<file path="config.mk">
export PLATFORM = sky130hd
export DESIGN_NAME = rf_wr_arbiter
export DESIGN_NICKNAME = d
export VERILOG_FILES = /design/src/rtl/rf_wr_arbiter.sv
export SDC_FILE = /design/constraint.sdc
export NUM_CORES = 1
export LEC_CHECK = 0
export CORE_UTILIZATION = 37
export DETAILED_ROUTE_END_ITERATION = 6
export GPL_TIMING_DRIVEN = 0
export PLACE_DENSITY_LB_ADDON = 0.1
export REMOVE_ABC_BUFFERS = 1
export SETUP_SLACK_MARGIN = 0.2
export SYNTH_ARGS = -nofsm -noshare
export SYNTH_HDL_FRONTEND = slang
export SYNTH_SLANG_ARGS = --single-unit
export TNS_END_PERCENT = 10
</file>
<file path="constraint.sdc">
create_clock -name clk -period 1.3 [get_ports clk]
set_input_delay 0.195 -clock clk [delete_from_list [all_inputs] [get_ports clk]]
set_output_delay 0.195 -clock clk [all_outputs]
set_load 0.02 [all_outputs]
</file>
<file path="src/rtl/rf_wr_arbiter.sv">
// rtl/rf_wr_arbiter.sv - register-file write-port arbiter with B-unit scoreboard and starvation stall
// Optional feature macro: RF_ARB_X0_FILTER_EN (requests targeting x0 are dropped instead of written)
module rf_wr_arbiter #(
  parameter int XLEN       = 32,
  parameter int STARVE_MAX = 4
) (
  input  logic            clk,
  input  logic            rst,
  input  logic            i_a_vld,
  input  logic            i_a_wr,
  input  logic [4:0]      i_a_rd,
  input  logic [XLEN-1:0] i_a_data,
  input  logic            i_b_vld,
  output logic            o_b_rdy,
  input  logic [4:0]      i_b_rd,
  input  logic [XLEN-1:0] i_b_data,
  input  logic            i_b_issue,
  input  logic [4:0]      i_b_issue_rd,
  output logic            o_stall,
  output logic            o_rf_wr,
  output logic [4:0]      o_rf_rd,
  output logic [XLEN-1:0] o_rf_data,
  output logic [31:0]     o_busy
);

  typedef enum logic {
    S_NORM  = 1'b0,
    S_STALL = 1'b1
  } state_t;

  localparam logic [3:0] LP_STARVE_LIM = 4'(STARVE_MAX - 1);

  state_t          r_state;
  state_t          w_state_nxt;
  logic [3:0]      r_starve;
  logic [3:0]      w_starve_nxt;
  logic [31:0]     r_busy;
  logic [31:0]     w_busy_nxt;
  logic            r_rf_wr;
  logic [4:0]      r_rf_rd;
  logic [XLEN-1:0] r_rf_data;

  logic            w_a_need;
  logic            w_b_req;
  logic            w_b_drop;
  logic            w_grant_a;
  logic            w_grant_b;
  logic            w_stall;
  logic            w_b_rdy;
  logic            w_b_xfer;

  // A competes only when it really writes; B results aimed at x0 can be
  // swallowed without ever taking the port when the filter is built in.
`ifdef RF_ARB_X0_FILTER_EN
  assign w_a_need = i_a_vld & i_a_wr & (i_a_rd != 5'd0);
  assign w_b_req  = i_b_vld & (i_b_rd != 5'd0);
  assign w_b_drop = i_b_vld & (i_b_rd == 5'd0);
`else
  assign w_a_need = i_a_vld & i_a_wr;
  assign w_b_req  = i_b_vld;
  assign w_b_drop = 1'b0;
`endif

  // Grant selection, stall indication, starvation counting and next state
  always_comb begin
    w_grant_a    = 1'b0;
    w_grant_b    = 1'b0;
    w_stall      = 1'b0;
    w_state_nxt  = S_NORM;
    w_starve_nxt = r_starve;

    case (r_state)
      S_NORM: begin
        if (w_a_need) begin
          w_grant_a = 1'b1;
        end else if (w_b_req) begin
          w_grant_b = 1'b1;
        end
      end
      S_STALL: begin
        // A is held off by the stall; the slot belongs to B if it is still there.
        w_stall   = 1'b1;
        w_grant_b = w_b_req;
      end
      default: begin
        w_state_nxt = S_NORM;
      end
    endcase

    if (!w_b_req || w_grant_b) begin
      w_starve_nxt = 4'd0;
    end else if (r_starve == LP_STARVE_LIM) begin
      // Out of patience: hold the count and force a stall next cycle.
      w_starve_nxt = r_starve;
      w_state_nxt  = S_STALL;
    end else begin
      w_starve_nxt = r_starve + 4'd1;
    end

    if (rst) begin
      w_grant_a = 1'b0;
      w_grant_b = 1'b0;
      w_stall   = 1'b0;
    end
  end

  assign w_b_rdy  = w_grant_b | (w_b_drop & ~rst);
  assign w_b_xfer = i_b_vld & w_b_rdy;

  // Scoreboard update: clear on commit, then set on issue so a same-cycle issue wins
  always_comb begin
    w_busy_nxt = r_busy;
    if (w_b_xfer) begin
      w_busy_nxt[i_b_rd] = 1'b0;
    end
    if (i_b_issue) begin
      w_busy_nxt[i_b_issue_rd] = 1'b1;
    end
    w_busy_nxt[0] = 1'b0;
  end

  // Arbiter state, starvation counter and scoreboard registers
  always_ff @(posedge clk) begin
    if (rst) begin
      r_state  <= S_NORM;
      r_starve <= 4'd0;
      r_busy   <= 32'd0;
    end else begin
      r_state  <= w_state_nxt;
      r_starve <= w_starve_nxt;
      r_busy   <= w_busy_nxt;
    end
  end

  // Registered write port: load the winner, or drop the enable and keep address/data
  always_ff @(posedge clk) begin
    if (rst) begin
      r_rf_wr   <= 1'b0;
      r_rf_rd   <= 5'd0;
      r_rf_data <= '0;
    end else if (w_grant_a) begin
      r_rf_wr   <= 1'b1;
      r_rf_rd   <= i_a_rd;
      r_rf_data <= i_a_data;
    end else if (w_grant_b) begin
      r_rf_wr   <= 1'b1;
      r_rf_rd   <= i_b_rd;
      r_rf_data <= i_b_data;
    end else begin
      r_rf_wr   <= 1'b0;
    end
  end

  assign o_b_rdy   = w_b_rdy;
  assign o_stall   = w_stall;
  assign o_rf_wr   = r_rf_wr;
  assign o_rf_rd   = r_rf_rd;
  assign o_rf_data = r_rf_data;
  assign o_busy    = r_busy;

endmodule

</file>
After elaboration in Yosys (flattened, before gate mapping)

Index checks and enable logic that the tools add are counted.

Flip-flop bits (word level): 75
Input port bits: 85
Logic and storage cells: 47

Equal/unequal tests: 1
Muxes and demuxes: 22
Reduce and logical (&&, ||, !) cells: 6
Add/subtract/negate cells: 1
Bitwise operators: 6
Magnitude comparators: 4

Operators with widths:

| kind                | number |
|---|---|
| $mux 32             | 4 |
| $and 32x32->32      | 1 |
| $not 32->32         | 1 |
| $or 32x32->32       | 1 |
| $mux 1              | 13 |
| $lt 5x6->1 const B  | 2 |
| $demux 1 s5         | 2 |
| $ge 5x1->1 const B  | 2 |
| $mux 5              | 2 |
| $add 4x1->4 const B | 1 |
| $eq 4x2->1 const B  | 1 |
| $and 1x1->1         | 2 |
| $logic_and 1x1->1   | 2 |
| $pmux 1 s2          | 1 |
| $reduce_bool 2->1   | 1 |
| $reduce_or 2->1     | 1 |
| $logic_not 1->1     | 1 |
| $logic_or 1x1->1    | 1 |
| $not 1->1           | 1 |

Depth between registers and ports, before layout

Gate-level depths: netlist of run 1.

Word-level depth: 9
Gate-level depth with buffers: 7

Worst setup path before layout of run 1

Ideal clock, no wire load.

Kind: register to register
Start point: register r_starve[0]
End point: register r_starve[1]
Data arrival time: 1.120 ns
Stages on the path, launching flop included: 5
Required time: 1.186 ns
Slack: 0.065 ns
Setup time: 0.114 ns
Cells stage by stage: dfxtp_1 -> ha_1 -> nor3b_1 -> mux2i_1 -> nor2_1

Longest elaborated chain between the ends: 1
Elaborated cells between the ends (all ways): 2
Those cells by class: 1 x add/sub; 1 x eq/ne

RTL lines:

| what                                      | line   | RTL |
|---|---|---|
| from (decl)                               | 35     | `logic [3:0] r_starve;` |
| from (signal assigned)                    | 130    | `r_starve <= w_starve_nxt;` |
| $add 4x1->4 or $eq 4x2->1 (tied branches) | 97, 92 |  |

Several ways; a longest one is shown, not always the timed one.
A chain may end at the register's enable or synchronous reset.

Worst setup path after layout of run 1

Start point: register r_state
End point: output o_b_rdy

Longest elaborated chain between the ends: 3

RTL lines:

| what                   | line | RTL |
|---|---|---|
| from (decl)            | 33   | `state_t r_state;` |
| from (signal assigned) | 129  | `r_state <= w_state_nxt;` |
| $not 1->1              | --   |  |
| $pmux 1 s2 *           | 72   | `case (r_state)` |
| $mux 1 *               | 100  | `if (rst) begin` |
| to (decl)              | 14   | `output logic o_b_rdy,` |

Every way passes the cells marked *; elsewhere a longest branch is shown, timed or not.

==> run summary, run 1 <==
The run finished, with violations left. The checks that failed: design-rule violations, negative setup slack. In this run the static leakage power is 2.24 nW. The run gives 0 as the initial antenna violation count. The tools report the headroom to the max-slew limit as 0.617.

The most used flip-flop cell after synthesis is sky130_fd_sc_hd__dfxtp_1. The die is 97.7 um wide. The tools report the register area share after synthesis as 0.437. Setup violations remaining at the end of the flow were counted as 23. The I/O pin total came out at 157.

The share of total power in combinational logic was 0.226. The timing-limited maximum frequency came out at 0.703 GHz. The synthesized area is 0.00339 mm^2, and the post-synthesis area per instance is 9.63 um^2.

The clock tree synthesis step divided the H-tree into 3 levels. The tools report the number of hold-repair buffers added at the cts stage as 0. The top cell types in the final layout, fill and taps aside, are sky130_fd_sc_hd__clkdlybuf4s50_1, sky130_fd_sc_hd__nand2_1, sky130_fd_sc_hd__dfxtp_1, sky130_fd_sc_hd__buf_4, sky130_fd_sc_hd__mux2i_1.

In the final timing run, aggregate negative setup slack is -1.21 ns. The worst path in the final design needs a cycle of 1.42 ns, including I/O delays and setup. The clock transition at the register clock pins on the worst setup and hold paths after CTS works out to 0.07 ns. Counting distinct cell types in the post-synthesis netlist gives 41. TritonCTS built the clock tree. The tools report the worst setup margin as -0.122 ns. The final design utilization is 0.608.

The logs give 0.330 ns for the worst slack on hold paths and 0 for the total inserted antenna cells. The average detailed-routed wire length per instance was 17.0 um. Timing analysis after detailed placement gives a worst setup slack of -0.841 ns. The post-detailed-route DRC marker count is 20, and the mean number of vias per cell is 5.40. The switching fraction of total power is 0.285. Among all stages on the critical path, the largest delay is contributed by sky130_fd_sc_hd__dfxtp_4.

Initial core utilization: 0.385. The power density of the placed cells is 1160 mW/mm^2. The number of clock buffers added by TritonCTS is 9. The number of slew-limit violations in the final report is 0, and the async set or reset register ratio after synthesis is 0. The global-route usage over all layers was 0.223; the via count of the first global-routing pass was 3260. The tree built by TritonCTS fans out to 74 sinks.

The detailed router placed 3393 vias in this run. Routability-driven placement finished with a final weighted congestion of 0.759. The number of antenna-violating nets in the routed design came out at 0. The largest driver fanout on the critical path was 5; the required time of the critical path was 1.11 ns.

The detailed router finished its first iteration with 165 violations. STA classifies the critical path startpoint as a flip-flop. For the detailed placement HPWL, the log shows 7080 um. The min-delay analysis places its worst path in the category primary input to flip-flop. The arrival time at the worst endpoint came out at 1.23 ns.

The fraction of synthesized cell area taken by the top area cell type was 0.437; the area added between synthesis and finish was 57.9%. The buffer and inverter count on the worst path was 1; the first-pass GRT wire length was 16800 um. The clock group share of total power is 0.354.

The die span in y is 97.7 um, and the count of synthesis-stage warnings from yosys is 0. The tool flagged a number of max-cap violations equal to 0. The signal on the critical path passes through and3b_4, nor2_4, buf_6.

For the number of iterations in the first detailed-routing pass, the log shows 6. The kind of critical path is flip-flop to output pin. Ranked by total cell area, the synthesized netlist is headed by sky130_fd_sc_hd__dfxtp_1, sky130_fd_sc_hd__mux2i_1, sky130_fd_sc_hd__o31ai_1. The tools report the number of failing hold endpoints at the final stage as 0. In this design, the stage delay of the slowest critical-path cell is 0.36 ns.

Share of final-layout standard cells stronger than drive strength 1: 0.288. The final worst clock skew was 0.0165 ns. After floorplanning, the core was sized to cover 0.00881 mm^2. Entering global routing, the biggest net connects 64 pins. The portion of the clock cycle consumed by the worst path in the final layout is 1.09. The floorplan step defined a die boundary enclosing 0.00955 mm^2. The net count of the finished layout is 601.

The root buffer selected by CTS is sky130_fd_sc_hd__clkbuf_8. VDD sags by at most 0.542 mV. The kind of cell with the highest combined delay along the critical path is simple AND/OR/NAND/NOR gates.

The design internal power is 4.44 mW, and the pin slew with the least headroom to its limit is 0.575 ns. Setup repair after global routing could not meet its margin everywhere. Most common library cell in the layout ignoring fill and taps: sky130_fd_sc_hd__clkdlybuf4s50_1. No sink is reached through more buffers than the 2 on the longest clock path.

The run gives 0.421 as the share of power burned in registers. Type of destination of the critical path: an output pin. Leading area contributor after synthesis: sky130_fd_sc_hd__dfxtp_1. The row count is 34, and the cell count after synthesis is 352. After detailed routing, the total wire length is 10600 um.

The number of enable flip-flop cells after synthesis is 0, and the switching power is 1.77 mW. The clock latency of the later-clocked register in the worst-skew pair was 0.36 ns; the number of input and output port buffers inserted was 155. The synthesized design contains 74 register bits. Counting the fill cells in the layout gives 777.

The total overflow left after global routing is 0.
## per-stage QoR
step / cell area (um^2) / cells / power [mW]
CTS: 5120 / 619 / 6.16
finish: 5350 / 628 / 6.21
floorplan: 3230 / 325 / 3.23
detailed placement: 4990 / 593 / 4.08
global route: 5350 / 628 / 6.46
global placement: 4920 / 588 / 4.05
## area by class of cell
cell class              count  area, um^2  share of cell area
clock inverters             7         118              0.0220
clock buffers               9         124              0.0231
repair buffers            179        1580               0.295
multi-input cells         250        1890               0.354
inverters                   1        6.26             0.00117
flip-flops and latches     74        1500               0.279
well taps                 108         135              0.0252
## synth_stat cells, types with 2 or more instances
cell	n
sky130_fd_sc_hd__clkbuf_1	10
sky130_fd_sc_hd__nor4bb_1	3
sky130_fd_sc_hd__nand2_1	69
sky130_fd_sc_hd__dfxtp_1	74
sky130_fd_sc_hd__and4b_1	3
sky130_fd_sc_hd__o21ai_0	20
sky130_fd_sc_hd__xor2_1	2
sky130_fd_sc_hd__a32oi_1	31
sky130_fd_sc_hd__buf_6	5
sky130_fd_sc_hd__nand3b_1	4
sky130_fd_sc_hd__o21ai_1	11
sky130_fd_sc_hd__buf_4	2
sky130_fd_sc_hd__nand3_1	2
sky130_fd_sc_hd__o31ai_1	37
sky130_fd_sc_hd__nor2_1	4
sky130_fd_sc_hd__mux2i_1	38
sky130_fd_sc_hd__nor4b_4	2
sky130_fd_sc_hd__buf_2	9
sky130_fd_sc_hd__nor3b_2	2
sky130_fd_sc_hd__or3b_1	3
## repair_timing
item	in CTS	in global routing
gates cloned	2	0
pin swaps	9	7
resized for setup	324	62
setup endpoints to repair	145	111
endpoints found under the hold margin	0	0
buffers inserted	8	9
## state kept, by name (all words and copies together), names as in the netlist
name       cells
o_rf_data     32
r_state        1
o_busy        31
o_rf_wr        1
o_rf_rd        5
r_starve       4
## logic make-up (layout without fill, tap and decap cells)
kind of cell / after synthesis / in the layout / share of synthesized area
AO/OA/AOI/OAI: 101 / 101 / 0.211
XOR/XNOR: 2 / 2 / 0.00517
adder cells (fa/ha/maj): 1 / 1 / 0.00369
buffers and inverters: 28 / 196 / 0.0476
flip-flops: 74 / 74 / 0.437
multiplexers: 38 / 38 / 0.112
other: 1 / 1 / 0.00111
AND/OR/NAND/NOR: 107 / 107 / 0.182
## final timing paths
| path | depth (start not counted) | slack, ns | to | start |
|---|---|---|---|---|
| worst max-delay path | 3 | -0.12 | o_b_rdy | r_state |
| worst min-delay path | 2 | 0.33 | r_state | i_b_vld |
| worst min register to register | 2 | 0.48 | o_busy[17] | o_busy[17] |
| worst max register to register | 5 | -0.10 | o_busy[13] | r_state |
## worst register-to-register path, delay by kind of cell (launching register included)
| family | cells | cell delay (ns) |
|---|---|---|
| compound gates | 1 | 0.07 |
| buf+inv | 2 | 0.32 |
| flops | 1 | 0.37 |
| simple gates | 2 | 0.53 |
## layer usage
metal  global-route usage  part of all wire  vias to the layer above
met5                    0                 0                        -
met1                0.266              0.42                     1608
li1                     -                 -                     1647
met3               0.0601             0.060                       19
met4               0.0967             0.025                        0
met2                0.376              0.49                      119
## power by group through the flow
stage | sequential [mW] | combinational, mW | clock, mW
finish | 2.61 | 1.40 | 2.19
global route | 2.63 | 1.49 | 2.33
CTS | 2.60 | 1.33 | 2.23
detailed placement | 2.65 | 1.43 | 0
global placement | 2.65 | 1.41 | 0
floorplan | 2.89 | 0.346 | 0
(Power assumes the default switching activity.)
==> run 2: changes to the inputs <==
- CTS_BUF_LIST: not set -> sky130_fd_sc_hd__clkbuf_16
- GPL_TIMING_DRIVEN: 0 -> not set
- HOLD_SLACK_MARGIN: not set -> 0.06
==> run 2 against run 1 <==
  * Critical endpoint unchanged
  * Highest routed layer unchanged
  * Sequential power is essentially flat
  * Largest power group unchanged
  * The run still ends with design-rule violations, negative setup slack left
  * Design area rose by 1.1%
  * Largest cell class unchanged
  * Final cell count grew 2.1%
==> run summary, run 2 (synthesis gave the netlist of run 1 again) <==
The power density of the placed cells was 1190 mW/mm^2 (+2.2%). The run finished, with violations left. The tools report the iteration-0 DRC count of the detailed router as 106 (-36%). The die span in y is 97.7 um (unchanged).

Post-route standard cell area excluding fillers: 0.00541 mm^2 (+1.1%). The initial core utilization is 0.385 (unchanged). The first-pass GRT wire length was 16900 um (+1.2%).

The number of vias in the routed layout was 3458 (+1.9%). The number of endpoints failing setup at the final stage came out at 13 (-43%). The number of iterations in the first detailed-routing pass is 7 (+1), and the post-detailed-route DRC marker count is 20 (unchanged). The I/O pin total is 157 (unchanged), and the mean number of vias per cell is 5.39 (-0.15%).

The number of flip-flops in the largest register is 32 (unchanged). The tools report the category of the worst setup path launch point as a flip-flop. Via count of the first global-routing pass: 3317 (+1.7%). The logs give 0.00955 ns (-0.00691 ns) for the final worst clock skew and 6.41 mW (+3.3%) for the sum of internal, switching and leakage power. The final reports fail on design-rule violations, negative setup slack.

The number of slew-limit violations in the final report was 0 (unchanged). The largest driver fanout on the critical path is 2 (-3). Required time of the critical path: 1.11 ns (about the same).

The tools report the pin count of the biggest net entering global routing as 36 (-44%). For the number of inserted filler cells in the final layout, the log shows 782 (+0.64%). The run gives 0.648 (+0.0309) as the headroom to the max-slew limit. The row count is 34 (unchanged). Kind of critical path: flip-flop to output pin. The clock period minus final worst setup slack came out at 1.33 ns (-0.0956 ns). The worst setup path is captured at an output pin. Root buffer selected by CTS: sky130_fd_sc_hd__clkbuf_16. The average detailed-routed wire length per instance was 16.6 um (-1.9%); the area added between synthesis and finish was 59.5%.

The timing-limited maximum frequency is 0.754 GHz (+7.2%). Setup repair after global routing could not meet its margin everywhere. The logs give 0 (unchanged) for the number of failing hold endpoints at the final stage and 0.00881 mm^2 (unchanged) for the standard cell core area. The tools report the leftover overflow at the end of global routing as 0 (unchanged).

The sum of routed wire segments on met1 is 4570 um (+1.9%), and the global-route usage over all layers is 0.224 (+0.00167). The pin slew with the least headroom to its limit is 0.525 ns (-0.0492 ns). The highest layer touched by signal routing is met4. The logs give 0 (unchanged) for the count of maximum capacitance violations and 0 (unchanged) for the total inserted antenna cells.

The total leakage power was 2.35 nW (+4.5%). The number of input and output port buffers inserted was 155 (unchanged). The library cell used most frequently in the layout, excluding fill and tap cells, is sky130_fd_sc_hd__clkdlybuf4s50_1. The worst setup margin is -0.0264 ns (+0.0956 ns). Share of final-layout standard cells stronger than drive strength 1: 0.310 (+0.0211). For the global placer's final weighted congestion, the log shows 0.750 (-1.2%). The TritonCTS sink count was 74 (unchanged); the maximum clock insertion buffer count was 2 (unchanged). Clock latency of the later-clocked register in the worst-skew pair: 0.33 ns (-0.03 ns). The run gives 9 (unchanged) as the number of buffers inserted during clock tree synthesis.

The tools report the die footprint as 0.00955 mm^2 (unchanged). The length of routed met2 wiring came out at 5320 um (+1.2%). The run gives 3 (unchanged) as the depth of the CTS H-tree. In this run the worst hold path is classified as primary input to flip-flop. The total wirelength of the detailed-routed design was 10700 um (+0.17%); the number of hold-repair buffers added at the cts stage was 0 (unchanged). The detailed placement HPWL was 7620 um (+7.6%). In the layout the commonest cells are sky130_fd_sc_hd__clkdlybuf4s50_1, sky130_fd_sc_hd__dfxtp_1, sky130_fd_sc_hd__buf_2, sky130_fd_sc_hd__nand2_1, sky130_fd_sc_hd__mux2i_1. The tools report the placed instance area as 0.00526 mm^2 (+5.2%). For the met3 routed wirelength, the log shows 580 um (-9.7%). The tools report the arrival time at the worst endpoint as 1.13 ns (-0.10 ns).

The run gives 0 (unchanged) as the initial antenna violation count. Clock transition at the register clock pins on the worst setup and hold paths after CTS: 0.06 ns (about the same). For the pre-CTS setup slack, the log shows -0.444 ns (+0.397 ns). The portion of the clock cycle consumed by the worst path in the final layout was 1.02 (-0.0735). The x dimension of the die was 97.7 um (unchanged); the worst-case vdd ir drop was 0.701 mV (+29%). For the number of antenna-violating nets in the routed design, the log shows 0 (unchanged). TritonCTS built the clock tree. The count of nets after finishing was 614 (+2.2%).
==> run 2: layer usage <==
layer  global-route usage  up-vias
li1                     -     1680
met1                0.281     1647
met4               0.0886        0
met2                0.382      116
met3               0.0415       15
met5                    0        -
==> run 2: power breakdown <==
part	leakage [nW]	internal (mW)	switching, mW	total, mW
Combinational	1.59	0.654	0.714	1.37
Clock	0.145	1.48	0.956	2.44
Sequential	0.609	2.47	0.132	2.61
==> run 2: cell type report <==
| type | count | area (um^2) | area share |
|---|---|---|---|
| Clock buffer | 9 | 225 | 0.0416 |
| Clock inverter | 7 | 70.1 | 0.0130 |
| Inverter | 1 | 3.75 | 0.000694 |
| Multi-Input combinational cell | 250 | 1880 | 0.347 |
| Sequential cell | 74 | 1480 | 0.274 |
| Tap cell | 108 | 135 | 0.0250 |
| Timing Repair Buffer | 192 | 1620 | 0.299 |
==> run 2: repair_timing <==
action                                  CTS  global route
pin swaps                                14            11
gates resized for setup                 313            41
gates cloned                              1             0
hold endpoints to repair                  0             0
endpoints found under the setup margin  145            83
setup buffers                             1             0
==> run 2: worst paths after layout <==
check / startpoint / end / slack [ns] / cells past startpoint
hold reg to reg: o_busy[22] / o_busy[22] / 0.48 / 2
hold / removal: rst / o_rf_rd[0] / 0.33 / 3
setup / recovery: r_state / o_b_rdy / -0.03 / 3
setup reg to reg: r_state / o_rf_data[4] / -0.02 / 5
==> run 2: critical path: stages, from the launching register on <==
cell and delay (ns):
sky130_fd_sc_hd__dfxtp_2 0.32, sky130_fd_sc_hd__and3b_4 0.29, sky130_fd_sc_hd__nor2_1 0.05, sky130_fd_sc_hd__buf_4 0.15
==> run 2: per-stage QoR <==
step	cells	setup TNS, ns	utilization	hold slack, ns
2_1_floorplan	325	-123.02	-	0.299
3_3_place_gp	623	-22.04	0.597	0.459
3_5_place_dp	623	-24.38	0.597	0.473
4_1_cts	641	-0.550	0.604	0.325
5_1_grt	641	-3.64	0.614	0.347
6_report	641	-0.153	0.614	0.330
==> run 3: changes to the inputs <==
- CELL_PAD_IN_SITES_DETAIL_PLACEMENT: not set -> 1
- CELL_PAD_IN_SITES_GLOBAL_PLACEMENT: not set -> 1
- CORE_UTILIZATION: 37 -> 27
- clock period: 1.3 -> 1.2 ns (I/O delays scaled with it)
==> run 3 against run 2 <==
  * The flow finishes with violations (negative setup slack)
  * Non-clock buffer count grew 22
  * Routed wire length rose by 22%
  * Combinational power is 34% higher
  * Final cell count up 12%
  * Largest power group unchanged
  * Highest routed layer unchanged
==> run summary, run 3 (synthesis gave the netlist of run 1 again) <==
The top cell types in the final layout, fill and taps aside, are sky130_fd_sc_hd__clkdlybuf4s50_1, sky130_fd_sc_hd__buf_4, sky130_fd_sc_hd__dfxtp_1, sky130_fd_sc_hd__nand2_1, sky130_fd_sc_hd__buf_6. TritonCTS built the clock tree. The portion of the clock cycle consumed by the worst path in the final layout is 1.11. The total leakage power is 2.53 nW (+7.7%), and the post-detailed-route DRC marker count is 0 (-100%). The post-route standard cell area excluding fillers is 0.00613 mm^2 (+13%), and the design internal power is 5.02 mW (+8.9%). The worst setup path is captured at an output pin. The number of cells on the worst reg-to-reg path works out to 5 (unchanged). The global-route usage over all layers is 0.194 (-0.0305), and the peak per-stage delay on the critical path is 0.36 ns (+0.04 ns). The total wirelength of the detailed-routed design is 13000 um (+22%). The logs give 0 (unchanged) for the number of hold-repair buffers added at the cts stage and 692 (+11%) for the number of cells after detailed placement. The logs give 0 (unchanged) for the leftover overflow at the end of global routing and 3573 (+7.7%) for the via count of the first global-routing pass. The worst hold path terminates at o_rf_rd[1]. For the global placer's final weighted congestion, the log shows 0.760 (+1.3%). STA classifies the critical path startpoint as a flip-flop.

The row count was 40 (+18%); the worst setup margin was -0.135 ns (-0.109 ns). Pin slew with the least headroom to its limit: 0.647 ns (+0.122 ns). Path class of the lowest-slack min-delay path: primary input to flip-flop. The detailed placement HPWL was 8960 um (+18%); the placed instance area was 0.00542 mm^2 (+3.2%). The required time of the critical path is 1.02 ns (-0.09 ns).

The arrival time at the worst endpoint was 1.16 ns (+0.03 ns); the mean number of vias per cell was 5.00 (-7.3%). Iteration-0 DRC count of the detailed router: 136 (+28%). The standard cell core area was 0.0121 mm^2 (+38%); the worst slack on hold paths was 0.244 ns (-0.0860 ns). Based on the critical path, the design can be clocked at up to 0.749 GHz.

The number of input and output port buffers inserted was 155 (unchanged). The tools report the number of vias in the routed layout as 3605 (+4.3%). The tree is rooted in a sky130_fd_sc_hd__clkbuf_16. The headroom to the max-slew limit came out at 0.566 (-0.0818).

The initial antenna violation count was 0 (unchanged); the number of stages on the worst hold path was 3 (unchanged). The x dimension of the die is 114 um (+17%), and the clock transition at the register clock pins on the worst setup and hold paths after CTS is 0.06 ns (about the same). For the depth of the CTS H-tree, the log shows 3 (unchanged). The first-pass GRT wire length is 19200 um (+13%), and the number of buffers inserted during clock tree synthesis is 9 (unchanged). The switching fraction of total power is 0.286 (+0.00490), and the number of endpoints failing setup at the final stage is 72 (+59). The run finished, with violations left. The share of power burned in registers came out at 0.406 (about the same). For the number of antenna-violating nets in the routed design, the log shows 0 (unchanged). The number of slew-limit violations in the final report is 0 (unchanged). The most common library cell in the layout ignoring fill and taps was sky130_fd_sc_hd__clkdlybuf4s50_1.

Setup repair after global routing could not meet its margin everywhere. The power density of the placed cells was 1150 mW/mm^2 (-3.2%); the total inserted antenna cells was 0 (unchanged). The tools report the worst reg-to-reg setup slack as -0.12 ns (-0.10 ns). For the initial core utilization, the log shows 0.280 (-0.105). On the critical path, the stage with the largest delay is an instance of sky130_fd_sc_hd__dfxtp_4. Post-route non-filler standard cell count: 721 (+12%).

In this run the critical register-to-register path is launched from r_state. The clock group share of total power was 0.333 (-0.047); the maximum clock insertion buffer count was 2 (unchanged). Share of total power in combinational logic: 0.260 (+0.047). The final design utilization was 0.506 (-0.108). The area added between synthesis and finish works out to 80.7%.

Sum of internal, switching and leakage power: 7.03 mW (+9.7%). Kind of critical path: flip-flop to output pin. The worst-case vdd ir drop was 0.562 mV (-20%); the clock period minus final worst setup slack was 1.34 ns. The number of failing hold endpoints at the final stage was 0 (unchanged).

The run gives 36 (unchanged) as the pin count of the biggest net entering global routing. The share of final-layout standard cells stronger than drive strength 1 works out to 0.376 (+0.0666). For the TritonCTS sink count, the log shows 74 (unchanged). The count of maximum capacitance violations is 0 (unchanged), and the average detailed-routed wire length per instance is 18.0 um (+8.0%). The final worst clock skew was 0.00499 ns (-0.00455 ns); the die span in y was 114 um (+17%). The checks that failed: negative setup slack.

Origin of the worst min-delay path: rst. The switching power is 2.01 mW (+12%), and the clock latency of the later-clocked register in the worst-skew pair is 0.33 ns (about the same). Largest driver fanout on the critical path: 3 (+1).

The endpoint identified for the worst register-to-register timing path is o_rf_data[18]. The critical path goes through and3b_4, nor2_4, buf_6. The I/O pin total is 157 (unchanged), and the die footprint is 0.0130 mm^2 (+36%).

The run gives 4 (-3) as the number of iterations in the first detailed-routing pass. The count of nets after finishing is 636 (+3.6%), and the number of flip-flops in the largest register is 32 (unchanged).
[run 3: cell count changes in the layout (fill, tap and decap cells not counted), sizes merged, moves of 2 or more]
cell / delta
dlygate4sd2: +2
clkinv: -4
inv: +4
dlymetal6s2s: -4
clkdlybuf4s50: +3
clkbuf: +8
buf: +14
[run 3: how the worst max path moves through the flow]
stage,from,end,depth (start not counted)
final,r_state,o_b_rdy,3
after global routing,r_state,o_busy[21],5
after CTS,r_state,o_b_rdy,3
after detailed placement,i_b_issue_rd[1],o_busy[20],4
after global placement,i_b_issue_rd[1],o_busy[16],4
after floorplan,r_state,r_state,2
[run 3: routing by layer]
metal | vias up | part of all wire | track usage
met1 | 1768 | 0.43 | 0.242
met3 | 13 | 0.046 | 0.0408
li1 | 1737 | - | -
met4 | 0 | 0.012 | 0.0649
met2 | 87 | 0.51 | 0.331
met5 | - | 0 | 0
[run 3: power by group through the flow]
stage                     clock, mW  sequential [mW]  combinational (mW)
after global placement            0             2.87                1.66
after global routing           2.52             2.89                1.94
after detailed placement          0             2.88                1.68
after floorplan                   0             3.13               0.375
final                          2.34             2.86                1.83
after CTS                      2.40             2.85                1.71
[run 3: layout make-up]
type / count / area [um^2]
Clock buffer: 9 / 225
Sequential cell: 74 / 1500
Tap cell: 168 / 210
Clock inverter: 5 / 18.8
Fill cell: 1361 / 5980
Timing Repair Buffer: 214 / 2240
Multi-Input combinational cell: 250 / 1930
Inverter: 1 / 3.75
[run 3: stage by stage]
stage / setup slack (ns) / setup TNS, ns
6_report: -0.135 / -6.81
5_1_grt: -0.164 / -10.13
4_1_cts: -0.134 / -4.70
3_5_place_dp: -0.607 / -32.66
3_3_place_gp: -0.512 / -29.75
2_1_floorplan: -3.06 / -127.32
[run 3: worst max-delay path, delay by kind of cell (launching register included)]
kind | cells | cell delay [ns]
simple gates | 2 | 0.34
flops | 1 | 0.36
buf+inv | 1 | 0.12
[run 3: repair_timing]
action / in CTS / in global routing
resized for setup: 428 / 56
pin swaps: 28 / 2
setup endpoints to repair: 145 / 142
buffers inserted: 5 / 1
gates cloned: 0 / 9
